`config.mk`:
```
export PLATFORM = sky130hd
export DESIGN_NAME = vga_frame_mapper_flat
export DESIGN_NICKNAME = d
export VERILOG_FILES = /design/src/rtl/vga_frame_mapper_if.sv /design/src/rtl/vga_frame_mapper.sv /design/src/flat_wrapper.sv
export SDC_FILE = /design/constraint.sdc
export NUM_CORES = 1
export LEC_CHECK = 0
export ABC_AREA = 1
export BUFFER_PORTS_ARGS = -buffer_cell sky130_fd_sc_hd__buf_2
export CORE_ASPECT_RATIO = 0.6
export CORE_UTILIZATION = 42
export DETAILED_ROUTE_END_ITERATION = 12
export GPL_TIMING_DRIVEN = 0
export PLACE_DENSITY = 0.67
export SYNTH_ARGS = -nofsm -noshare
export SYNTH_HDL_FRONTEND = slang
export SYNTH_SLANG_ARGS = --single-unit
```
`constraint.sdc`:
```
create_clock -name clk -period 5.85 [get_ports clk]
set_clock_uncertainty 0.15 [all_clocks]
set_input_delay 0 -clock clk [delete_from_list [all_inputs] [get_ports clk]]
set_output_delay 0 -clock clk [all_outputs]
set_load 0.03 [all_outputs]
```
`src/rtl/vga_frame_mapper_if.sv`:
```
// vga_frame_mapper_if: raster position, config, RAM read port and pixel output of the frame mapper
// FRAME_MAPPER_TESTPAT_EN adds the testpat select line.
interface vga_frame_mapper_if #(parameter int AW = 15, DW = 12);
  logic [9:0] posX, posY;
  logic cfg_we;
  logic [1:0] cfg_scale;
  logic [9:0] cfg_offX, cfg_offY;
  logic [DW-1:0] cfg_border;
  logic [AW-1:0] addr_out;
  logic [DW-1:0] pixel_in, pixel_out;
  logic in_win, frame_start;
`ifdef FRAME_MAPPER_TESTPAT_EN
  logic testpat;
`endif
  modport master(
`ifdef FRAME_MAPPER_TESTPAT_EN
    output testpat,
`endif
    output posX, posY, cfg_we, cfg_scale, cfg_offX, cfg_offY, cfg_border, pixel_in,
    input addr_out, pixel_out, in_win, frame_start
  );
  modport slave(
`ifdef FRAME_MAPPER_TESTPAT_EN
    input testpat,
`endif
    input posX, posY, cfg_we, cfg_scale, cfg_offX, cfg_offY, cfg_border, pixel_in,
    output addr_out, pixel_out, in_win, frame_start
  );
endinterface

```
`src/rtl/vga_frame_mapper.sv`:
```
// vga_frame_mapper: maps VGA raster to frame-buffer addresses with upscale, offset and border colour
// FRAME_MAPPER_TESTPAT_EN enables an 8-bar test pattern selected at frame start.
module vga_frame_mapper #(
  parameter int IMG_W = 160,
  parameter int IMG_H = 120,
  parameter int AW = 15,
  parameter int DW = 12,
  parameter int SCR_W = 640,
  parameter int SCR_H = 480
) (
  input logic clk,
  input logic rst,
  vga_frame_mapper_if.slave bus
);
  localparam logic [AW-1:0] BLACK = AW'(IMG_W * IMG_H);
  logic [1:0] p_s, a_s, c_s, n_s, e_s, s1;
  logic [9:0] p_offx, p_offy, a_offx, a_offy, n_offx, n_offy, e_offx, e_offy;
  logic [DW-1:0] p_border, a_border, n_border, img_pix;
  logic [10:0] rel_x, rel_y, lim_w, lim_h, rx1, ry1, sx, sy;
  logic sof, win_c, win1, win2, win3;
  assign sof = bus.posX == 10'd0 && bus.posY == 10'd0;
  assign c_s = bus.cfg_scale == 2'd0 ? 2'd0 : bus.cfg_scale == 2'd1 ? 2'd1 : 2'd2;
  assign n_s = bus.cfg_we ? c_s : p_s;
  assign n_offx = bus.cfg_we ? bus.cfg_offX : p_offx;
  assign n_offy = bus.cfg_we ? bus.cfg_offY : p_offy;
  assign n_border = bus.cfg_we ? bus.cfg_border : p_border;
  // The 0,0 pixel already belongs to the new frame, so it sees the config being applied.
  assign e_s = sof ? n_s : a_s;
  assign e_offx = sof ? n_offx : a_offx;
  assign e_offy = sof ? n_offy : a_offy;
  assign rel_x = {1'b0, bus.posX} - {1'b0, e_offx};
  assign rel_y = {1'b0, bus.posY} - {1'b0, e_offy};
  assign lim_w = 11'(IMG_W) << e_s;
  assign lim_h = 11'(IMG_H) << e_s;
  assign win_c = !rel_x[10] && !rel_y[10] && rel_x < lim_w && rel_y < lim_h &&
                 bus.posX < 10'(SCR_W) && bus.posY < 10'(SCR_H);
  assign sx = rx1 >> s1;
  assign sy = ry1 >> s1;
  always_ff @(posedge clk or negedge rst)
    if (!rst) begin
      {p_s, p_offx, p_offy, p_border} <= '0;
      {a_s, a_offx, a_offy, a_border} <= '0;
      {rx1, ry1, s1, win1, win2, win3} <= '0;
      bus.addr_out <= BLACK;
      bus.pixel_out <= '0;
      bus.in_win <= 1'b0;
      bus.frame_start <= 1'b0;
    end else begin
      {p_s, p_offx, p_offy, p_border} <= {n_s, n_offx, n_offy, n_border};
      if (sof) {a_s, a_offx, a_offy, a_border} <= {n_s, n_offx, n_offy, n_border};
      bus.frame_start <= sof;
      {rx1, ry1, s1, win1} <= {rel_x, rel_y, e_s, win_c};
      bus.addr_out <= win1 ? AW'(sy) * AW'(IMG_W) + AW'(sx) : BLACK;
      win2 <= win1;
      win3 <= win2;
      bus.pixel_out <= win3 ? img_pix : a_border;
      bus.in_win <= win3;
    end
`ifdef FRAME_MAPPER_TESTPAT_EN
  localparam logic [11:0] BARS [8] = '{12'hFFF, 12'hFF0, 12'h0FF, 12'h0F0,
                                       12'hF0F, 12'hF00, 12'h00F, 12'h000};
  logic a_tp, tp1, tp2, tp3;
  logic [2:0] bar2, bar3;
  always_ff @(posedge clk or negedge rst)
    if (!rst) begin
      {a_tp, tp1, tp2, tp3, bar2, bar3} <= '0;
    end else begin
      a_tp <= sof ? bus.testpat : a_tp;
      tp1 <= sof ? bus.testpat : a_tp;
      tp2 <= tp1;
      tp3 <= tp2;
      bar2 <= 3'((sx * 11'd8) / 11'(IMG_W));
      bar3 <= bar2;
    end
  assign img_pix = tp3 ? DW'(BARS[bar3]) : bus.pixel_in;
`else
  assign img_pix = bus.pixel_in;
`endif
endmodule

```
`src/flat_wrapper.sv`:
```
// flat-port wrapper written by rule: the top's interface ports become plain ports
module vga_frame_mapper_flat 
#(
  parameter int IMG_W = 160,
  parameter int IMG_H = 120,
  parameter int AW = 15,
  parameter int DW = 12,
  parameter int SCR_W = 640,
  parameter int SCR_H = 480
)
  (clk, rst, bus_posX, bus_posY, bus_cfg_we, bus_cfg_scale, bus_cfg_offX, bus_cfg_offY, bus_cfg_border, bus_pixel_in, bus_addr_out, bus_pixel_out, bus_in_win, bus_frame_start);
  vga_frame_mapper_if #(.AW(AW), .DW(DW)) bus_i ();
  input logic clk;
  input logic rst;
  input wire logic [$bits(bus_i.posX)-1:0] bus_posX;
  input wire logic [$bits(bus_i.posY)-1:0] bus_posY;
  input wire logic [$bits(bus_i.cfg_we)-1:0] bus_cfg_we;
  input wire logic [$bits(bus_i.cfg_scale)-1:0] bus_cfg_scale;
  input wire logic [$bits(bus_i.cfg_offX)-1:0] bus_cfg_offX;
  input wire logic [$bits(bus_i.cfg_offY)-1:0] bus_cfg_offY;
  input wire logic [$bits(bus_i.cfg_border)-1:0] bus_cfg_border;
  input wire logic [$bits(bus_i.pixel_in)-1:0] bus_pixel_in;
  output wire logic [$bits(bus_i.addr_out)-1:0] bus_addr_out;
  output wire logic [$bits(bus_i.pixel_out)-1:0] bus_pixel_out;
  output wire logic [$bits(bus_i.in_win)-1:0] bus_in_win;
  output wire logic [$bits(bus_i.frame_start)-1:0] bus_frame_start;
  assign bus_i.posX = bus_posX;
  assign bus_i.posY = bus_posY;
  assign bus_i.cfg_we = bus_cfg_we;
  assign bus_i.cfg_scale = bus_cfg_scale;
  assign bus_i.cfg_offX = bus_cfg_offX;
  assign bus_i.cfg_offY = bus_cfg_offY;
  assign bus_i.cfg_border = bus_cfg_border;
  assign bus_i.pixel_in = bus_pixel_in;
  assign bus_addr_out = bus_i.addr_out;
  assign bus_pixel_out = bus_i.pixel_out;
  assign bus_in_win = bus_i.in_win;
  assign bus_frame_start = bus_i.frame_start;
  vga_frame_mapper #(.IMG_W(IMG_W), .IMG_H(IMG_H), .AW(AW), .DW(DW), .SCR_W(SCR_W), .SCR_H(SCR_H)) u_core (.clk(clk), .rst(rst), .bus(bus_i));
endmodule
```
==> results.toml <==
[global_routing]
grt_use_met1_pct = 34.13
grt.overflow.total = 0
grt_pass1_vias = 5331
grt_max_degree = 69
antenna_found_initial = 0
grt_pass1_wl_um = 26980
use_met3_pct = 6.061
grt.total_usage_pct = 21.99
met2_usage_pct = 29.62
busiest_layer = "met1"

[synthesis]
syn_area_per_cell_sq_um = 8.469
syn_area_sq_um = 6521
synth-main-ff-cell = "dfrtp_1"
syn-num-nets = 894
synth_cell_types = 37
synth_top_area_share_pct = 45.28
yosysTopAreaCell = "dfrtp_1"
yosys_warnings = 0
synth_area_leaders = "dfrtp_1 45%, nand2_1 14%, ha_1 9.8%"
synthArstFlopShare_pct = 100.0
synth-seq-area-share_pct = 46.89
yosys_register_bits = 122
syn_inst = 770
synth-edff-count = 0

[sta]
hold_viol = 0
relSlewSlack_pct = 53.46
fin_crit_ns = 4.229
finalSetupViolCount = 0
rsz0062_at_grt = "false"
drv_slew = 0
holdWs_ns = 0.01270
max_freq_ghz = 0.2365
worst_slew_pin_slew_ns = 0.6908
fin_tns_setup_ns = 0
fin_crit_sh_pct = 72.29

[worst_setup_path]
crit_fanout = 10
end_kind = "flop"
max_stage_delay_ns = 0.54
cp.required_ns = 6.03
cpMaxStageDelayCell = "dlygate4sd3_1"
r2r.worst_path.cells = 20
start_kind = "input port"
critPathKind = "in -> reg"
path_common_cell = "nand2_1"
arrival_ns = 4.41

[placed_design]
placed_area_sq_um = 7283
dp.final_hpwl_um = 11760
gp_congestion = 0.9135
io_buffers = 96

[cts]
clk_pin_slew_ns = 0.06
clockBufferDepth = 2
clock-sinks = 122
ctsResizeCount = 0
insertion_delay_ns = 0.41
hold_buffers = 71
tritoncts = "built"
cts_max_level = 4
root_buffer = "clkbuf_16"
cts_buffers = 17
post_cts_buffers = 0

[die]
initial_core_util_pct = 44.05
die_h_um = 98.52
core_area_sq_um = 14800
num_rows = 34
dieArea_sq_um = 16050
io_pins = 98
die_w_um = 162.9

[run_status]
status = "completed"

[routing]
detail-route-antenna-nets = 0
drt_first_pass_iters = 5
wl_per_cell_um = 14.19
first_iter_violations = 413
drc = 0
wirelength_um = 16570
viasPerCell = 4.788
vias = 5592

[final_layout]
layout.nets = 1081
final_area_sq_um = 8594
area_growth_pct = 31.79
num_antenna_cells = 0
drive_gt1_share_pct = 18.97

[power_and_ir_drop]
peakVddDrop_uv = 137.8
finalPower_mw = 2.422
p_per_area_nw_per_um2 = 281.8
power.leakage_nw = 4.559

[flow_run]
maxCapViolations = 0

[hold_path]
worstHoldPathType = "in -> async"
-- cell usage in the layout (no fill, tap or decap), types with 4 or more instances in the layout --
cell type	n
a21oi_1	27
a31oi_1	13
buf_2	99
buf_6	4
clkbuf_1	14
clkbuf_16	17
dfrtp_1	118
dfstp_2	4
dlygate4sd3_1	71
fa_1	4
ha_1	51
inv_1	87
inv_2	5
inv_6	5
nand2_1	238
nand3_1	20
nand4_1	5
nor2_1	33
nor3_1	5
o21ai_0	64
o21ai_2	10
or2_2	22
xnor2_1	7
xor2_1	12
-- cells in the mapped netlist (3+ instances only) --
library cell	n
nand2_1	238
buf_6	3
nand4_1	5
xor2_1	12
clkbuf_1	14
inv_2	5
o21ai_2	10
ha_1	51
inv_1	87
o21ai_0	64
nor3_1	5
fa_1	4
nor2_1	33
a21oi_1	27
or2_2	22
dfrtp_1	118
dfstp_2	4
buf_4	3
a31oi_1	13
nand3_1	20
buf_2	4
xnor2_1	7
-- path summary, 6_finish.rpt --
kind / startpoint / endpoint / slack, ns
worst min-delay path: rst / u_core.bus.addr_out[0]$_DFF_PN0_ / 0.01
worst max-delay path: bus_posY[9] / u_core.win1$_DFF_PN0_ / 1.62
max in group asynchronous: rst / u_core.a_offy[1]$_DFF_PN0_ / 4.85
worst max register to register: u_core.a_s[0]$_DFF_PN0_ / u_core.bus.addr_out[14]$_DFF_PN1_ / 1.73
min in group clk: bus_posY[4] / u_core.ry1[4]$_DFF_PN0_ / 0.05
worst min register to register: u_core.win2$_DFF_PN0_ / u_core.win3$_DFF_PN0_ / 0.20
-- where the power goes --
group / total [mW] / internal [mW] / switching (mW) / leakage [nW]
combinational: 0.435 / 0.175 / 0.261 / 2.82
sequential: 0.914 / 0.896 / 0.0178 / 1.45
clock: 1.07 / 0.649 / 0.424 / 0.290
-- logic make-up (layout without fill, tap and decap cells) --
group,after synthesis,in the layout,share of synthesized area [%]
compound gates,125,125,10.96
mux,2,2,0.3070
xor+xnor,19,19,2.552
simple gates,329,329,20.89
fa+ha+maj,55,55,11.01
flops,122,122,46.89
buf+inv,118,318,7.387
-- metal layers --
layer	vias up	part of all wire (%)
li1	2835	-
met5	-	0
met3	11	7.0
met2	165	39
met4	0	0.68
met1	2581	53
-- final cells by class --
class                      count  area [sq um]
tap                          198         247.7
sequential                   122          3058
clock inverter                14         161.4
inverter                      94         352.8
fill                        1315          6210
multi-input combinational    530          2982
timing repair buffer         168          1225
clock buffer                  18         439.2
buffer                        24         128.9
-- critical path: cells and delay by family --
kind	cells	cell delay, ns
compound gates	4	0.75
fa+ha+maj	3	0.97
xor+xnor	1	0.19
buf+inv	6	1.18
simple gates	12	1.29
-- sequential cells by signal (all words and copies together), names as in the netlist, 2 cells and up --
name and count:
u_core.a_border 12, u_core.a_offx 10, u_core.a_offy 10, u_core.a_s 2
u_core.bus.addr_out 15, u_core.bus.pixel_out 12, u_core.p_border 12, u_core.p_offx 10
u_core.p_offy 10, u_core.p_s 2, u_core.rx1 11, u_core.ry1 11
-- per-stage QoR --
step                utilization, %  setup slack [ns]  cells
floorplan                        -             2.427    770
global placement             48.97             1.846   1064
detailed placement           49.20             1.814   1065
CTS                          58.05             1.683   1168
global route                 58.05             1.155   1168
finish                       58.05             1.621   1168
(Power assumes the default switching activity.)
